File: src/rtl/cpu_pipe_ctrl_if.sv
// Decode-side hazard inputs and pipe-control outputs of the cpu pipeline control unit.
// master = core/decode side, slave = the control unit.
interface cpu_pipe_ctrl_if #(
    parameter int NUM_STAGES = 3,
    parameter int REG_W      = 4,
    parameter int CNT_W      = 16
) ();
    localparam int SEL_W = $clog2(NUM_STAGES + 1);

    logic             id_valid;
    logic             id_src1_en;
    logic [REG_W-1:0] id_src1;
    logic             id_src2_en;
    logic [REG_W-1:0] id_src2;
    logic             id_wrt_en;
    logic [REG_W-1:0] id_wrt_reg;
    logic             id_is_load;
    logic             ex_jb_taken;
    logic             mem_stall;

    logic                  if_en;
    logic                  ifid_en;
    logic                  ifid_flush;
    logic                  idex_en;
    logic                  idex_bubble;
    logic                  exmem_en;
    logic [NUM_STAGES-1:0] stage_valid;
    logic [SEL_W-1:0]      fwd_sel1;
    logic [SEL_W-1:0]      fwd_sel2;
    logic [CNT_W-1:0]      stall_cnt;
    logic [CNT_W-1:0]      flush_cnt;

    modport master (
        output id_valid, id_src1_en, id_src1, id_src2_en, id_src2,
               id_wrt_en, id_wrt_reg, id_is_load, ex_jb_taken, mem_stall,
        input  if_en, ifid_en, ifid_flush, idex_en, idex_bubble, exmem_en,
               stage_valid, fwd_sel1, fwd_sel2, stall_cnt, flush_cnt
    );

    modport slave (
        input  id_valid, id_src1_en, id_src1, id_src2_en, id_src2,
               id_wrt_en, id_wrt_reg, id_is_load, ex_jb_taken, mem_stall,
        output if_en, ifid_en, ifid_flush, idex_en, idex_bubble, exmem_en,
               stage_valid, fwd_sel1, fwd_sel2, stall_cnt, flush_cnt
    );
endinterface

File: src/rtl/cpu_pipe_ctrl.sv
// Pipeline hazard/control unit: shadows post-decode stages, drives pipe enables, bubbles,
// flushes and forwarding selects; counts RAW stall cycles and branch flushes.
module cpu_pipe_ctrl #(
    parameter int NUM_STAGES = 3,
    parameter int REG_W      = 4,
    parameter int FWD_EN     = 1,
    parameter int CNT_W      = 16
) (
    input  logic           clk,
    input  logic           rst_n,
    cpu_pipe_ctrl_if.slave bus
);
    localparam int SEL_W = $clog2(NUM_STAGES + 1);

    typedef struct packed {
        logic             vld;
        logic             wrt_en;
        logic [REG_W-1:0] wrt_reg;
        logic             is_load;
    } stage_t;

    stage_t           stage_q [NUM_STAGES];
    logic [CNT_W-1:0] stall_cnt_q;
    logic [CNT_W-1:0] flush_cnt_q;

    logic             hit1, hit2;
    logic [SEL_W-1:0] sel1, sel2;
    logic             raw_stall;

    // Scan oldest to youngest so the youngest matching producer is the one kept.
    always_comb begin
        hit1 = 1'b0;
        hit2 = 1'b0;
        sel1 = '0;
        sel2 = '0;
        for (int i = NUM_STAGES - 1; i >= 0; i--) begin
            if (bus.id_src1_en && stage_q[i].vld && stage_q[i].wrt_en &&
                stage_q[i].wrt_reg == bus.id_src1) begin
                hit1 = 1'b1;
                sel1 = SEL_W'(i + 1);
            end
            if (bus.id_src2_en && stage_q[i].vld && stage_q[i].wrt_en &&
                stage_q[i].wrt_reg == bus.id_src2) begin
                hit2 = 1'b1;
                sel2 = SEL_W'(i + 1);
            end
        end
    end

    always_comb begin
        raw_stall = 1'b0;
        if (FWD_EN == 0) begin
            raw_stall = bus.id_valid && (hit1 || hit2);
        end else begin
            raw_stall = bus.id_valid && stage_q[0].is_load &&
                        ((hit1 && sel1 == SEL_W'(1)) || (hit2 && sel2 == SEL_W'(1)));
        end
    end

    always_comb begin
        bus.fwd_sel1 = '0;
        bus.fwd_sel2 = '0;
        if (FWD_EN != 0) begin
            bus.fwd_sel1 = sel1;
            bus.fwd_sel2 = sel2;
        end
    end

    // Priority: reset > mem_stall > ex_jb_taken > raw_stall > normal.
    always_comb begin
        bus.if_en       = 1'b1;
        bus.ifid_en     = 1'b1;
        bus.ifid_flush  = 1'b0;
        bus.idex_en     = 1'b1;
        bus.idex_bubble = 1'b0;
        bus.exmem_en    = 1'b1;
        if (!rst_n) begin
            bus.if_en       = 1'b0;
            bus.ifid_en     = 1'b0;
            bus.ifid_flush  = 1'b1;
            bus.idex_en     = 1'b0;
            bus.idex_bubble = 1'b1;
            bus.exmem_en    = 1'b0;
        end else if (bus.mem_stall) begin
            bus.if_en    = 1'b0;
            bus.ifid_en  = 1'b0;
            bus.idex_en  = 1'b0;
            bus.exmem_en = 1'b0;
        end else if (bus.ex_jb_taken) begin
            bus.ifid_flush  = 1'b1;
            bus.idex_bubble = 1'b1;
        end else if (raw_stall) begin
            bus.if_en       = 1'b0;
            bus.ifid_en     = 1'b0;
            bus.idex_bubble = 1'b1;
        end
    end

    always_ff @(posedge clk or negedge rst_n) begin
        if (!rst_n) begin
            for (int i = 0; i < NUM_STAGES; i++) begin
                stage_q[i] <= '0;
            end
            stall_cnt_q <= '0;
            flush_cnt_q <= '0;
        end else if (!bus.mem_stall) begin
            for (int i = 1; i < NUM_STAGES; i++) begin
                stage_q[i] <= stage_q[i-1];
            end
            if (bus.ex_jb_taken) begin
                stage_q[0] <= '0;
                if (flush_cnt_q != {CNT_W{1'b1}}) begin
                    flush_cnt_q <= flush_cnt_q + CNT_W'(1);
                end
            end else if (raw_stall) begin
                stage_q[0] <= '0;
                if (stall_cnt_q != {CNT_W{1'b1}}) begin
                    stall_cnt_q <= stall_cnt_q + CNT_W'(1);
                end
            end else begin
                stage_q[0] <= '{bus.id_valid, bus.id_wrt_en, bus.id_wrt_reg, bus.id_is_load};
            end
        end
    end

    always_comb begin
        bus.stage_valid = '0;
        for (int i = 0; i < NUM_STAGES; i++) begin
            bus.stage_valid[i] = stage_q[i].vld;
        end
    end

    assign bus.stall_cnt = stall_cnt_q;
    assign bus.flush_cnt = flush_cnt_q;
endmodule
File: src/flat_wrapper.sv
// flat-port wrapper written by rule: the top's interface ports become plain ports
module cpu_pipe_ctrl_flat 
#(
    parameter int NUM_STAGES = 3,
    parameter int REG_W      = 4,
    parameter int FWD_EN     = 1,
    parameter int CNT_W      = 16
)
  (clk, rst_n, bus_id_valid, bus_id_src1_en, bus_id_src1, bus_id_src2_en, bus_id_src2, bus_id_wrt_en, bus_id_wrt_reg, bus_id_is_load, bus_ex_jb_taken, bus_mem_stall, bus_if_en, bus_ifid_en, bus_ifid_flush, bus_idex_en, bus_idex_bubble, bus_exmem_en, bus_stage_valid, bus_fwd_sel1, bus_fwd_sel2, bus_stall_cnt, bus_flush_cnt);
  cpu_pipe_ctrl_if #(.NUM_STAGES(NUM_STAGES), .REG_W(REG_W), .CNT_W(CNT_W)) bus_i ();
  input  logic clk;
  input  logic rst_n;
  input wire logic [$bits(bus_i.id_valid)-1:0] bus_id_valid;
  input wire logic [$bits(bus_i.id_src1_en)-1:0] bus_id_src1_en;
  input wire logic [$bits(bus_i.id_src1)-1:0] bus_id_src1;
  input wire logic [$bits(bus_i.id_src2_en)-1:0] bus_id_src2_en;
  input wire logic [$bits(bus_i.id_src2)-1:0] bus_id_src2;
  input wire logic [$bits(bus_i.id_wrt_en)-1:0] bus_id_wrt_en;
  input wire logic [$bits(bus_i.id_wrt_reg)-1:0] bus_id_wrt_reg;
  input wire logic [$bits(bus_i.id_is_load)-1:0] bus_id_is_load;
  input wire logic [$bits(bus_i.ex_jb_taken)-1:0] bus_ex_jb_taken;
  input wire logic [$bits(bus_i.mem_stall)-1:0] bus_mem_stall;
  output wire logic [$bits(bus_i.if_en)-1:0] bus_if_en;
  output wire logic [$bits(bus_i.ifid_en)-1:0] bus_ifid_en;
  output wire logic [$bits(bus_i.ifid_flush)-1:0] bus_ifid_flush;
  output wire logic [$bits(bus_i.idex_en)-1:0] bus_idex_en;
  output wire logic [$bits(bus_i.idex_bubble)-1:0] bus_idex_bubble;
  output wire logic [$bits(bus_i.exmem_en)-1:0] bus_exmem_en;
  output wire logic [$bits(bus_i.stage_valid)-1:0] bus_stage_valid;
  output wire logic [$bits(bus_i.fwd_sel1)-1:0] bus_fwd_sel1;
  output wire logic [$bits(bus_i.fwd_sel2)-1:0] bus_fwd_sel2;
  output wire logic [$bits(bus_i.stall_cnt)-1:0] bus_stall_cnt;
  output wire logic [$bits(bus_i.flush_cnt)-1:0] bus_flush_cnt;
  assign bus_i.id_valid = bus_id_valid;
  assign bus_i.id_src1_en = bus_id_src1_en;
  assign bus_i.id_src1 = bus_id_src1;
  assign bus_i.id_src2_en = bus_id_src2_en;
  assign bus_i.id_src2 = bus_id_src2;
  assign bus_i.id_wrt_en = bus_id_wrt_en;
  assign bus_i.id_wrt_reg = bus_id_wrt_reg;
  assign bus_i.id_is_load = bus_id_is_load;
  assign bus_i.ex_jb_taken = bus_ex_jb_taken;
  assign bus_i.mem_stall = bus_mem_stall;
  assign bus_if_en = bus_i.if_en;
  assign bus_ifid_en = bus_i.ifid_en;
  assign bus_ifid_flush = bus_i.ifid_flush;
  assign bus_idex_en = bus_i.idex_en;
  assign bus_idex_bubble = bus_i.idex_bubble;
  assign bus_exmem_en = bus_i.exmem_en;
  assign bus_stage_valid = bus_i.stage_valid;
  assign bus_fwd_sel1 = bus_i.fwd_sel1;
  assign bus_fwd_sel2 = bus_i.fwd_sel2;
  assign bus_stall_cnt = bus_i.stall_cnt;
  assign bus_flush_cnt = bus_i.flush_cnt;
  cpu_pipe_ctrl #(.NUM_STAGES(NUM_STAGES), .REG_W(REG_W), .FWD_EN(FWD_EN), .CNT_W(CNT_W)) u_core (.clk(clk), .rst_n(rst_n), .bus(bus_i));
endmodule
File: config.mk
export PLATFORM = sky130hd
export DESIGN_NAME = cpu_pipe_ctrl_flat
export DESIGN_NICKNAME = d
export VERILOG_FILES = /design/src/rtl/cpu_pipe_ctrl_if.sv /design/src/rtl/cpu_pipe_ctrl.sv /design/src/flat_wrapper.sv
export SDC_FILE = /design/constraint.sdc
export NUM_CORES = 1
export LEC_CHECK = 0
export BUFFER_PORTS_ARGS = -buffer_cell sky130_fd_sc_hd__buf_4
export CORE_MARGIN = 8
export CORE_UTILIZATION = 25
export CTS_BUF_LIST = sky130_fd_sc_hd__clkbuf_4
export CTS_CLUSTER_DIAMETER = 40
export CTS_CLUSTER_SIZE = 20
export DETAILED_ROUTE_END_ITERATION = 10
export GPL_TIMING_DRIVEN = 0
export PLACE_DENSITY = 0.46
export SYNTH_ARGS = -nofsm -noshare
export SYNTH_HDL_FRONTEND = slang
export SYNTH_SLANG_ARGS = --single-unit
File: constraint.sdc
create_clock -name clk -period 2.34 [get_ports clk]
set_clock_uncertainty 0.2 [all_clocks]
set_input_delay 0.117 -clock clk [delete_from_list [all_inputs] [get_ports clk]]
set_output_delay 0.117 -clock clk [all_outputs]
set_load 0.05 [all_outputs]
==> qor.csv <==
metric,value,unit
period_share,0.990,
cp-start-kind,flip-flop,
grt_antenna_before_repair,1,
drc,0,
hold_violations,0,
register_area,1280,um^2
clk_latency,0.36,ns
viasPerCell,4.49,
ys_seq_area_frac,0.474,
holdCritPathClass,primary input to asynchronous set/reset pin,
die_area,14300,um^2
pre_cts_ws,-0.00415,ns
placed_area,3360,um^2
maxCapViolCount,0,
clock-sinks,51,
setup_tns,0,ns
root_buffer,clkbuf_4,
final_common_cell,buf_4,
cts.clk_slew.worst_paths,0.15,ns
max_freq,432,MHz
area_growth,42.9,%
crit_path_end_kind,flip-flop,
rsz0062_at_grt,yes,
grt_pass1_wl,11900,um
rows,38,
max-clock-path-buffers,2,
wl_per_cell,15.3,um
syn_area,2690,um^2
die_h,120,um
stdcell_count,483,
slew_headroom,0.597,
finalPower,2.13,mW
fin_crit,2.32,ns
fin_ws,0.0239,ns
hold_ws,0.110,ns
ant_nets,0,
synth_compound_area_frac,0.0525,
status,finished clean,
synthMuxAreaShare,0.0586,
grt_pass1_vias,2226,
synth_top_family_by_area,simple AND/OR/NAND/NOR gates,
p_per_area,553,nW/um^2
synth_fa_ha_area_frac,0.00929,
ir_drop,0.000482,V
synth_seq_cells,51,
vias,2169,
crit_type,flip-flop to flip-flop,
synth_cells,246,
slowest_delay,0.54,ns
start_util,0.252,
required,2.40,ns
fillers,1097,
worst_ep_arrival_time,2.38,ns
tritoncts,yes,
core_area,10700,um^2
cp_num_buf_inv,2,
place.gp.congestion,0.799,
ys_types,36,
nets,364,
grt_usage,0.103,
worstMarginPinSlew,0.605,ns
final_area,3850,um^2
cts_buffers,5,
cp_top_family,buffers and inverters,
overflow,0,
dpl.hpwl,5240,um
final_cell_mix,"buf_4, dfrtp_1, xor2_1, xnor2_1, nand2_1",
fp.dieW,120,um
report.final.slew_viol_count,0,
crit_slowest_cell,dlygate4sd3_1,
drt_iter0_drc,61,
cp_max_fo,3,
yosys.area_share.simple,0.198,
yosysWarnings,0,
synth.avg_cell_area,10.9,um^2
dp.cells,451,
path_cells,"xnor2_2, nand4_1, o22ai_4, buf_4, nand2_1, a22o_1, dlygate4sd3_1",
synth_xor_area_frac,0.176,
p_leak,1.82,nW
setup_viol,0,
first_pass_iters,4,
io_pins,66,
multiInputGateArea,1520,um^2
postLayoutCoreUtil,0.360,
wirelength,7380,um
synth_nets,269,
htreeDepth,2,
port_buffers,65,
grt_max_degree,52,
drive_gt1_frac,0.415,
==> state kept, by name, summed over array words and instances, names as in the netlist <==
name and cells:
u_core.bus.stage_valid 3, u_core.bus.stall_cnt 16, u_core.bus.flush_cnt 16, u_core.stage_q 16
==> worst paths after layout <==
check / from / to / slack, ns / cells after the start
min in group clk: bus_id_src1[1] / u_core.bus.stall_cnt[15] / 0.30 / 6
setup reg to reg: u_core.stage_q[17] / u_core.bus.stage_valid[0] / 0.02 / 7
setup / recovery: u_core.stage_q[17] / u_core.bus.stage_valid[0] / 0.02 / 7
hold reg to reg: u_core.bus.flush_cnt[15] / u_core.bus.flush_cnt[15] / 0.30 / 1
hold / removal: rst_n / u_core.bus.flush_cnt[10] / 0.11 / 3
max in group asynchronous: rst_n / u_core.stage_q[16] / 1.60 / 3
==> worst register-to-register path, cell delays in order (launching register included) <==
cell           delay, ns
dfrtp_2             0.47
xnor2_2             0.17
nand4_1             0.20
o22ai_4             0.25
buf_4               0.16
nand2_1             0.05
a22o_1              0.18
dlygate4sd3_1       0.54
==> routing by layer <==
| layer | global-route usage | share of wire |
|---|---|---|
| met1 | 0.131 | 0.46 |
| met2 | 0.166 | 0.48 |
| met3 | 0.0282 | 0.043 |
| met4 | 0.0328 | 0.013 |
| met5 | 0 | 0 |
==> repair_timing <==
| item | 4_1_cts | 5_1_grt |
|---|---|---|
| setup buffers | 8 | 3 |
| hold endpoints to repair | 59 | 2 |
| hold buffers | 17 | 1 |
| gates cloned | 0 | 1 |
| pin swaps | 7 | 16 |
| gates resized for setup | 24 | 23 |
| setup endpoints to repair | 5 | 28 |
==> cell usage after synthesis <==
cell	number	area, um^2
nor4_4	1	21.3
nand4_1	12	75.1
o21ai_0	3	15.0
ha_1	2	25.0
nor4_1	2	12.5
o21a_1	1	7.51
xor2_1	31	272
nor3_1	8	40.0
o32a_1	1	10.0
dfrtp_1	51	1280
nand2b_1	4	25.0
a31oi_1	1	6.26
inv_1	4	15.0
mux2_2	14	158
a211o_1	1	8.76
xnor2_1	23	201
a41oi_2	1	16.3
and3_1	9	56.3
clkbuf_1	3	11.3
buf_2	2	10.0
nand2_1	17	63.8
or4b_1	1	10.0
o22ai_1	1	6.26
nor4b_1	1	8.76
nand3_1	10	50.1
and4_1	2	17.5
or3b_1	1	8.76
nand4b_1	1	8.76
nor3b_2	2	25.0
nor2b_1	7	43.8
buf_6	1	11.3
or4_1	4	30.0
a22o_1	7	61.3
nor2_1	10	37.5
a21oi_1	2	10.0
buf_4	5	37.5
==> report_power, final <==
group,internal (mW),switching [mW]
Sequential,0.966,0.112
Clock,0.111,0.285
Combinational,0.270,0.383
Total,1.35,0.781
==> final cells by class <==
type	count	area share
Antenna cell	1	0.000650
Clock inverter	3	0.00390
Inverter	4	0.00390
Multi-Input combinational cell	180	0.394
Sequential cell	51	0.333
Buffer	10	0.0163
Clock buffer	5	0.00976
Tap cell	140	0.0455
Timing Repair Buffer	89	0.193
==> cell families after synthesis <==
family / Yosys count
xor+xnor: 54
buf+inv: 15
flops: 51
compound gates: 18
fa+ha+maj: 2
mux: 14
simple gates: 92
Note: power is estimated with default switching activity, not from simulation.
